## config.mk

```make
export PLATFORM = sky130hd
export DESIGN_NAME = reg_inst_encoder
export DESIGN_NICKNAME = d
export VERILOG_FILES = /design/src/rtl/riscv_pkg.sv /design/src/rtl/enc_word_fifo.sv /design/src/rtl/reg_inst_encoder.sv
export SDC_FILE = /design/constraint.sdc
export NUM_CORES = 1
export LEC_CHECK = 0
export CORE_ASPECT_RATIO = 1.75
export CORE_MARGIN = 2
export CORE_UTILIZATION = 52
export CTS_BUF_LIST = sky130_fd_sc_hd__clkbuf_8 sky130_fd_sc_hd__clkbuf_16
export DETAILED_ROUTE_END_ITERATION = 10
export GPL_ROUTABILITY_DRIVEN = 0
export MAX_ROUTING_LAYER = met4
export PLACE_DENSITY = 0.8
export REMOVE_ABC_BUFFERS = 1
export SYNTH_ARGS = -nofsm -noshare
export SYNTH_HDL_FRONTEND = slang
export SYNTH_SLANG_ARGS = --single-unit
```

## constraint.sdc

```tcl
create_clock -name clk -period 2.8 [get_ports clk]
set_input_delay 0.28 -clock clk [delete_from_list [all_inputs] [get_ports clk]]
set_output_delay 0.28 -clock clk [all_outputs]
set_load 0.01 [all_outputs]
```

## src/rtl/riscv_pkg.sv

```systemverilog
// Shared RV32I constants for the R-type encoder: opcode/func fields, ALU-control codes
// (mirroring the common ALU-control defines) and the encoder FSM state type.
package riscv_pkg;

  localparam logic [6:0] OPCODE_OP  = 7'b0110011;
  localparam logic [6:0] FUNC7_BASE = 7'h00;
  localparam logic [6:0] FUNC7_ALT  = 7'h20;

  localparam logic [2:0] FUNC3_ADD_SUB = 3'h0;
  localparam logic [2:0] FUNC3_SLL     = 3'h1;
  localparam logic [2:0] FUNC3_SLT     = 3'h2;
  localparam logic [2:0] FUNC3_SLTU    = 3'h3;
  localparam logic [2:0] FUNC3_XOR     = 3'h4;
  localparam logic [2:0] FUNC3_SRL_SRA = 3'h5;
  localparam logic [2:0] FUNC3_OR      = 3'h6;
  localparam logic [2:0] FUNC3_AND     = 3'h7;

  localparam logic [4:0] ALU_ADD  = 5'd0;
  localparam logic [4:0] ALU_SUB  = 5'd1;
  localparam logic [4:0] ALU_SLL  = 5'd2;
  localparam logic [4:0] ALU_SLT  = 5'd3;
  localparam logic [4:0] ALU_SLTU = 5'd4;
  localparam logic [4:0] ALU_XOR  = 5'd5;
  localparam logic [4:0] ALU_SRL  = 5'd6;
  localparam logic [4:0] ALU_SRA  = 5'd7;
  localparam logic [4:0] ALU_OR   = 5'd8;
  localparam logic [4:0] ALU_AND  = 5'd9;

  typedef enum logic [1:0] {
    ENC_IDLE,
    ENC_RUN,
    ENC_DRAIN,
    ENC_DONE
  } enc_state_e;

  function automatic logic alu_is_rtype(input logic [4:0] op);
    case (op)
      ALU_ADD, ALU_SUB, ALU_SLL, ALU_SLT, ALU_SLTU,
      ALU_XOR, ALU_SRL, ALU_SRA, ALU_OR, ALU_AND: return 1'b1;
      default:                                    return 1'b0;
    endcase
  endfunction

endpackage

```

## src/rtl/enc_word_fifo.sv

```systemverilog
// Synchronous FIFO holding encoded instruction words; head is read straight from
// registered storage so a word pushed in cycle N is visible in cycle N+1.
module enc_word_fifo #(
  parameter int unsigned DATA_W = 32,
  parameter int unsigned DEPTH  = 4
) (
  input  logic              clk,
  input  logic              rst_n,
  input  logic              push_i,
  input  logic [DATA_W-1:0] data_i,
  input  logic              pop_i,
  output logic [DATA_W-1:0] data_o,
  output logic              full_o,
  output logic              empty_o
);

  localparam int unsigned PTR_W = $clog2(DEPTH);

  logic [DATA_W-1:0] mem_q [DEPTH];
  logic [PTR_W-1:0]  wr_ptr_q, rd_ptr_q;
  logic [PTR_W:0]    count_q;
  logic              do_push, do_pop;

  assign full_o  = (count_q == (PTR_W + 1)'(DEPTH));
  assign empty_o = (count_q == '0);
  assign do_push = push_i && !full_o;
  assign do_pop  = pop_i && !empty_o;
  assign data_o  = mem_q[rd_ptr_q];

  always_ff @(posedge clk or negedge rst_n) begin
    if (!rst_n) begin
      for (int unsigned i = 0; i < DEPTH; i++) mem_q[i] <= '0;
      wr_ptr_q <= '0;
      rd_ptr_q <= '0;
      count_q  <= '0;
    end else begin
      if (do_push) begin
        mem_q[wr_ptr_q] <= data_i;
        wr_ptr_q        <= wr_ptr_q + PTR_W'(1);
      end
      if (do_pop) rd_ptr_q <= rd_ptr_q + PTR_W'(1);
      case ({do_push, do_pop})
        2'b10:   count_q <= count_q + (PTR_W + 1)'(1);
        2'b01:   count_q <= count_q - (PTR_W + 1)'(1);
        default: count_q <= count_q;
      endcase
    end
  end

endmodule

```

## src/rtl/reg_inst_encoder.sv

```systemverilog
// Packs {alu_control, rs1, rs2, rd} tuples into RV32I R-type words and streams them into IMEM.
// Optional illegal-op detection and counting is enabled by defining RTYPE_ENC_CHECK_EN.
module reg_inst_encoder
  import riscv_pkg::*;
#(
  parameter int unsigned ADDR_W     = 32,
  parameter int unsigned FIFO_DEPTH = 4,
  parameter int unsigned CNT_W      = 16
) (
  input  logic              clk,
  input  logic              rst_n,
  input  logic              start,
  input  logic [ADDR_W-1:0] base_addr,
  input  logic [CNT_W-1:0]  num_inst,
  input  logic              in_valid,
  output logic              in_ready,
  input  logic [4:0]        in_alu_control,
  input  logic [4:0]        in_rs1,
  input  logic [4:0]        in_rs2,
  input  logic [4:0]        in_rd,
  output logic              imem_wr_valid,
  input  logic              imem_wr_ready,
  output logic [ADDR_W-1:0] imem_wr_addr,
  output logic [31:0]       imem_wr_data,
  output logic              busy,
  output logic              done,
  output logic [CNT_W-1:0]  err_cnt
);

  enc_state_e        state_q;
  logic [ADDR_W-1:0] addr_q;
  logic [CNT_W-1:0]  num_q, acc_q;
  logic              done_q;
  logic              fifo_full, fifo_empty;
  logic              accept, push, pop, tuple_legal;
  logic [31:0]       enc_word, fifo_head;

  // Unknown codes fall through to the ADD encoding.
  function automatic logic [31:0] encode_rtype(input logic [4:0] op, input logic [4:0] rs1,
                                               input logic [4:0] rs2, input logic [4:0] rd);
    logic [2:0] f3;
    logic [6:0] f7;
    f3 = FUNC3_ADD_SUB;
    f7 = FUNC7_BASE;
    case (op)
      ALU_SUB:  f7 = FUNC7_ALT;
      ALU_SLL:  f3 = FUNC3_SLL;
      ALU_SLT:  f3 = FUNC3_SLT;
      ALU_SLTU: f3 = FUNC3_SLTU;
      ALU_XOR:  f3 = FUNC3_XOR;
      ALU_SRL:  f3 = FUNC3_SRL_SRA;
      ALU_SRA: begin
        f3 = FUNC3_SRL_SRA;
        f7 = FUNC7_ALT;
      end
      ALU_OR:   f3 = FUNC3_OR;
      ALU_AND:  f3 = FUNC3_AND;
      default:  ;
    endcase
    return {f7, rs2, rs1, f3, rd, OPCODE_OP};
  endfunction

  assign enc_word      = encode_rtype(in_alu_control, in_rs1, in_rs2, in_rd);
  assign in_ready      = (state_q == ENC_RUN) && !fifo_full;
  assign accept        = in_valid && in_ready;
  assign push          = accept && tuple_legal;
  assign imem_wr_valid = !fifo_empty;
  assign pop           = imem_wr_valid && imem_wr_ready;
  assign imem_wr_addr  = addr_q;
  assign imem_wr_data  = fifo_head;
  assign busy          = (state_q != ENC_IDLE);
  assign done          = done_q;

  enc_word_fifo #(
    .DATA_W (32),
    .DEPTH  (FIFO_DEPTH)
  ) u_fifo (
    .clk     (clk),
    .rst_n   (rst_n),
    .push_i  (push),
    .data_i  (enc_word),
    .pop_i   (pop),
    .data_o  (fifo_head),
    .full_o  (fifo_full),
    .empty_o (fifo_empty)
  );

`ifdef RTYPE_ENC_CHECK_EN
  logic [CNT_W-1:0] err_q;

  assign tuple_legal = alu_is_rtype(in_alu_control);
  assign err_cnt     = err_q;

  always_ff @(posedge clk or negedge rst_n) begin
    if (!rst_n) begin
      err_q <= '0;
    end else if ((state_q == ENC_IDLE) && start) begin
      err_q <= '0;
    end else if (accept && !tuple_legal && (err_q != '1)) begin
      err_q <= err_q + CNT_W'(1);
    end
  end
`else
  assign tuple_legal = 1'b1;
  assign err_cnt     = '0;
`endif

  always_ff @(posedge clk or negedge rst_n) begin
    if (!rst_n) begin
      state_q <= ENC_IDLE;
      addr_q  <= '0;
      num_q   <= '0;
      acc_q   <= '0;
      done_q  <= 1'b0;
    end else begin
      done_q <= 1'b0;
      if (pop) addr_q <= addr_q + ADDR_W'(4);
      case (state_q)
        ENC_IDLE: begin
          if (start) begin
            addr_q <= base_addr & ~ADDR_W'(3);
            num_q  <= num_inst;
            acc_q  <= '0;
            if (num_inst == '0) begin
              state_q <= ENC_DONE;
              done_q  <= 1'b1;
            end else begin
              state_q <= ENC_RUN;
            end
          end
        end
        ENC_RUN: begin
          if (accept) begin
            acc_q <= acc_q + CNT_W'(1);
            if ((acc_q + CNT_W'(1)) == num_q) state_q <= ENC_DRAIN;
          end
        end
        ENC_DRAIN: begin
          if (fifo_empty) begin
            state_q <= ENC_DONE;
            done_q  <= 1'b1;
          end
        end
        ENC_DONE: state_q <= ENC_IDLE;
        default:  state_q <= ENC_IDLE;
      endcase
    end
  end

endmodule
```

-- Word-level counts from Yosys, hierarchy flattened
Index checks and enable logic that the tools add are counted.
- bits in registers: 202
- output and inout port bits: 84
- input port bits: 73
- logic and storage cells: 87
- equal/unequal tests: 20
- bitwise gates (word level): 2
- reductions and logical operators: 19
- $add $sub $neg: 6
- multiplexer cells: 25
- $lt $le $gt $ge: 3
- operators by type and width (cell ; count):
    $mux W32 ; 6
    $bwmux W128 ; 1
    $bmux W32 S2 ; 1
    $demux W32 S2 ; 1
    $add A32 B3 Y32 const B ; 1
    $mux W16 ; 2
    $pmux W16 S2 ; 1
    $pmux W3 S7 ; 1
    $eq A5 B3 Y1 const B ; 4
    $add A16 B1 Y16 const B ; 1
    $eq A16 B16 Y1 ; 1
    $logic_not A16 Y1 ; 1
    $eq A5 B2 Y1 const B ; 2
    $eq A5 B4 Y1 const B ; 2
    $mux W2 ; 5
    $pmux W2 S4 ; 1
    $eq A2 B2 Y1 const B ; 3
    $ge A3 B3 Y1 const B ; 2
    $logic_and A1 B1 Y1 ; 6
    $mux W6 ; 1
    $ne A2 B1 Y1 const B ; 3
    $not A2 Y3 ; 2
    $pmux W3 S2 ; 1
    $reduce_bool A2 Y1 ; 3
    other kinds (17) ; 23

-- Depth between registers and ports, before layout
- depth in word-level cells: 7
- mapped depth: 12
- gate-level depth less buffers: 11

-- Hierarchy
A second synthesis with hierarchy kept.
- cell total of the unflattened synthesis: 779
- area, all modules: 9927.0 µm²
- by module, submodules not included (module ; cells each ; times used ; area an instance (µm²)):
    enc_word_fifo ; 348 ; 1 ; 5963.2
    reg_inst_encoder ; 431 ; 1 ; 3963.8

-- Worst setup path after synthesis
OpenSTA, ideal clock, no wires.
- path kind: reg2reg
- start: register acc_q[0]
- end: register state_q[1]
- slack: 381 ps
- stages on the path, launching flop included: 10
- arrival: 2340 ps
- library setup time: 79 ps
- path buffers: 1
- required time: 2721 ps
- cell sequence: dfrtp_1 > ha_1 > nand3_1 > buf_2 > o21ai_0 > o2111ai_1 > a2111oi_4 > o2111ai_2 > a221oi_2 > mux2i_1
- cells in the longest elaborated chain, start to end: 4
- ends and longest elaborated chain (item ; RTL line ; RTL):
    from (decl) ; reg_inst_encoder.sv:32 ; logic [CNT_W-1:0] num_q, acc_q;
    from (signal assigned) ; reg_inst_encoder.sv:134 ; acc_q <= acc_q + CNT_W'(1);
    $add A16 B1 Y16 ; reg_inst_encoder.sv:135 ; if ((acc_q + CNT_W'(1)) == num_q) state_q <= ENC_DRAIN;
    $eq A16 B16 Y1 ; reg_inst_encoder.sv:135 ;
    $ne A2 B1 Y1 (no source line) ; n/a ;
    $reduce_and A4 Y1 (no source line) ; n/a ;
    to (signal assigned) ; reg_inst_encoder.sv:135 ;
    to (signal assigned) ; reg_inst_encoder.sv:140 ; state_q <= ENC_DONE;
    to (signal assigned) ; reg_inst_encoder.sv:144 ; ENC_DONE: state_q <= ENC_IDLE;
    to (decl) ; reg_inst_encoder.sv:30 ; enc_state_e state_q;
No other way between the ends.
A chain may end at the register's enable or synchronous reset.

-- Worst setup path in the final report
- start: register acc_q[7]
- end: register state_q[1]
Same word-level chain as after synthesis.

==> impl_metrics.py <==
metrics = {
    "synthesis": {
        "synth-xor-area-share": 0.0611,
        "muxShareOfSynthArea": 0.164,
        "synth_top_cell_by_area": "dfrtp_1",
        "synth_cell_types": 64,
        "synthAdderAreaFrac": 0.0197,
        "synthFlopType": "dfrtp_1",
        "yosysWarnings": 0,
        "synth_compound_area_frac": 0.0819,
        "netlist.area_leader.share": 0.483,
        "synth_edf_count": 0,
        "synth_seq_cells": 152,
        "synthTopCellsByArea": "dfrtp_1 48%, mux2_2 10%, mux4_2 5.7%",
        "synthArstFlopShare": 1.00,
        "synthSimpleGateAreaFrac": 0.134,
        "syn_area_per_cell_sq_um": 11.0,
        "synth-seq-area-share": 0.483,
        "syn_area_sq_um": 7880,
        "syn_inst": 718,
        "synth_top_family_by_area": "multiplexers",
    },
    "sta": {
        "hold_ws_ns": 0.404,
        "tightest_slew_ns": 1.16,
        "finalHoldViolCount": 0,
        "max_freq_ghz": 0.378,
        "slew_headroom": 0.222,
        "report.final.slew_viol_count": 0,
        "finalSetupViolCount": 0,
        "fin_crit_ns": 2.65,
        "fin_crit_sh": 0.946,
        "tns_ns": 0,
        "clock_skew_ns": 0.0102,
        "rsz0062_at_grt": "no",
    },
    "clocking": {
        "cts_root_buf": "clkbuf_16",
        "path_clk_slew_ns": 0.07,
        "cts_max_level": 4,
        "cts_tree": "built",
        "insertion_delay_ns": 0.42,
        "cts.sinks": 152,
        "cts_buffer_depth": 2,
        "numCtsBuffers": 17,
        "postCtsSetupRepairBufs": 0,
    },
    "layout": {
        "num-nets-final": 927,
        "multi_input_area_sq_um": 3730,
        "seqCellArea_sq_um": 3800,
        "antenna_cells": 0,
        "drive_above_1_share": 0.185,
        "fillerInstances": 1104,
        "area_growth_pct": 24.9,
    },
    "worst_setup_path": {
        "cp.required_ns": 3.14,
        "reg2reg_from": "acc_q[7]",
        "endpoint_kind": "register",
        "critical_path_arrival_ns": 2.99,
        "r2r_cells": 7,
        "timing.rr.end": "state_q[1]",
        "r2r_slack_ns": 0.15,
        "path_max_fanout": 8,
        "crit_type": "reg -> reg",
        "critPathLaunchType": "register",
    },
    "place": {
        "dp_hpwl_um": 13000,
        "numPortBuffers": 127,
    },
    "run": {
        "maxCapViolations": 0,
    },
    "routing": {
        "ant_nets": 0,
        "totalWireLength_um": 18100,
        "first_pass_iters": 4,
        "wl_per_cell_um": 17.4,
        "via_count": 5890,
        "route.detailed.drc": 0,
        "routed_via_density": 5.67,
        "dr.first_iter.drc_count": 263,
    },
    "grt": {
        "grt_pass1_vias": 6179,
        "antenna_found_initial": 0,
        "grt_max_degree": 87,
        "overflow": 0,
        "grt_first_pass_wirelength_um": 29900,
        "grt_usage": 0.236,
    },
    "power": {
        "p_per_area_nw_per_um2": 1040,
        "p_leak_nw": 4.16,
        "max-vdd-ir-drop_uv": 588,
        "total_power_mw": 10.3,
    },
    "die": {
        "rows": 59,
        "io_pins": 157,
        "core_sq_um": 14800,
        "die_x_um": 97.1,
        "start_util": 0.531,
        "fp.dieH_um": 167,
        "dieArea_sq_um": 16200,
    },
    "hold_path": {
        "hold_path.startpoint": "base_addr[24]",
        "hold_end": "imem_wr_addr[24]",
        "hold_path_depth": 3,
        "hp-class": "in -> reg",
    },
    "status": {
        "run_status": "completed",
    },
}
==> per-layer routing <==
layer,part of all wire,global-route usage,up-vias
li1,-,-,2710
met1,0.37,0.255,2948
met2,0.56,0.424,192
met3,0.038,0.0386,40
met4,0.028,0.102,0
met5,0,-,-
==> cells by family after synthesis <==
group,count (synthesis)
adders and majority gates,12
xor gates and xnor gates,55
other,1
and+or+nand+nor,220
DFF,152
muxes,95
buffers and inverters,81
AOI/OAI and AO/OA,102
==> synthesized netlist by cell type (3+ instances only) <==
cell type / n
nor2_1: 35
o21a_1: 3
nor4_1: 5
ha_1: 10
o21ai_0: 61
nand3_1: 14
mux4_2: 20
nand2_1: 109
nor3_1: 5
and3_1: 4
nand3b_1: 3
a21oi_1: 7
clkbuf_1: 25
xnor2_1: 34
dfrtp_1: 152
o31ai_1: 4
inv_1: 15
mux2i_1: 3
nor4_2: 3
nand4_1: 13
buf_4: 32
mux2_2: 72
and2_1: 5
buf_2: 4
nand2b_1: 6
xor2_1: 21
o41ai_1: 3
==> critical path, stage by stage (launching register included) <==
cell	delay (ns)
dfrtp_1	0.57
nand3_4	0.17
or3_1	0.41
a211o_1	0.34
a2111oi_4	0.32
o2111ai_2	0.20
a221oi_2	0.35
mux2i_1	0.22
==> metrics by stage <==
step                cells  cell area (sq um)  utilization  setup slack [ns]
global route         1039               9840        0.663           0.00252
finish               1039               9840        0.663             0.151
floorplan             678               7590            -            -0.326
global placement     1006               9250        0.624             0.242
CTS                  1039               9840        0.663             0.149
detailed placement   1006               9250        0.624             0.163
==> registers in the layout, summed over array words and instances (netlist names), 2 cells and up <==
signal	count
u_fifo.mem_q	80
imem_wr_addr	30
u_fifo.count_q	3
acc_q	16
u_fifo.wr_ptr_q	2
u_fifo.rd_ptr_q	2
state_q	2
num_q	16
==> where the power goes <==
group / total (mW) / switching [mW] / internal [mW]
Combinational: 4.22 / 1.83 / 2.39
Sequential: 3.81 / 0.696 / 3.11
Clock: 2.24 / 0.970 / 1.27
==> what timing repair did <==
| item | 4_1_cts | 5_1_grt |
|---|---|---|
| resized for setup | 0 | 1 |
| setup endpoints to repair | 0 | 1 |
| hold buffers | 1 | 0 |
| endpoints found under the hold margin | 84 | 0 |
==> layout make-up <==
class / instances / area share
clock inverter: 14 / 0.0142
tap: 183 / 0.0233
inverter: 15 / 0.00572
sequential: 152 / 0.387
clock buffer: 18 / 0.0446
timing repair buffer: 146 / 0.147
multi-input combinational: 511 / 0.379
==> how the worst max path moves through the flow <==
stage	end	startpoint	slack, ns
final	state_q[1]	acc_q[7]	0.15
after floorplan	acc_q[6]	state_q[0]	-0.33
after detailed placement	state_q[1]	acc_q[0]	0.16
after global routing	state_q[1]	acc_q[2]	0.003
after global placement	state_q[1]	acc_q[0]	0.24
after CTS	state_q[1]	acc_q[0]	0.15
==> cell usage in the layout (no fill, tap or decap), types with 3 or more instances in the layout <==
master	instances
dfrtp_1	151
clkdlybuf4s50_1	126
nand2_1	109
mux2_2	72
o21ai_0	61
nor2_1	35
xnor2_1	34
conb_1	27
xor2_1	21
mux4_2	20
clkbuf_16	17
inv_1	16
buf_4	16
nand3_1	14
nand4_1	13
ha_1	10
a21oi_1	7
nand2b_1	6
nor3_1	5
nor4_1	5
and2_1	4
and3_1	4
o31ai_1	4
mux2i_1	3
o21a_1	3
nor4_2	3
nand3b_1	3
o41ai_1	3
clkinv_4	3
inv_6	3
inv_8	3
Power figures use the tool's default switching activity.
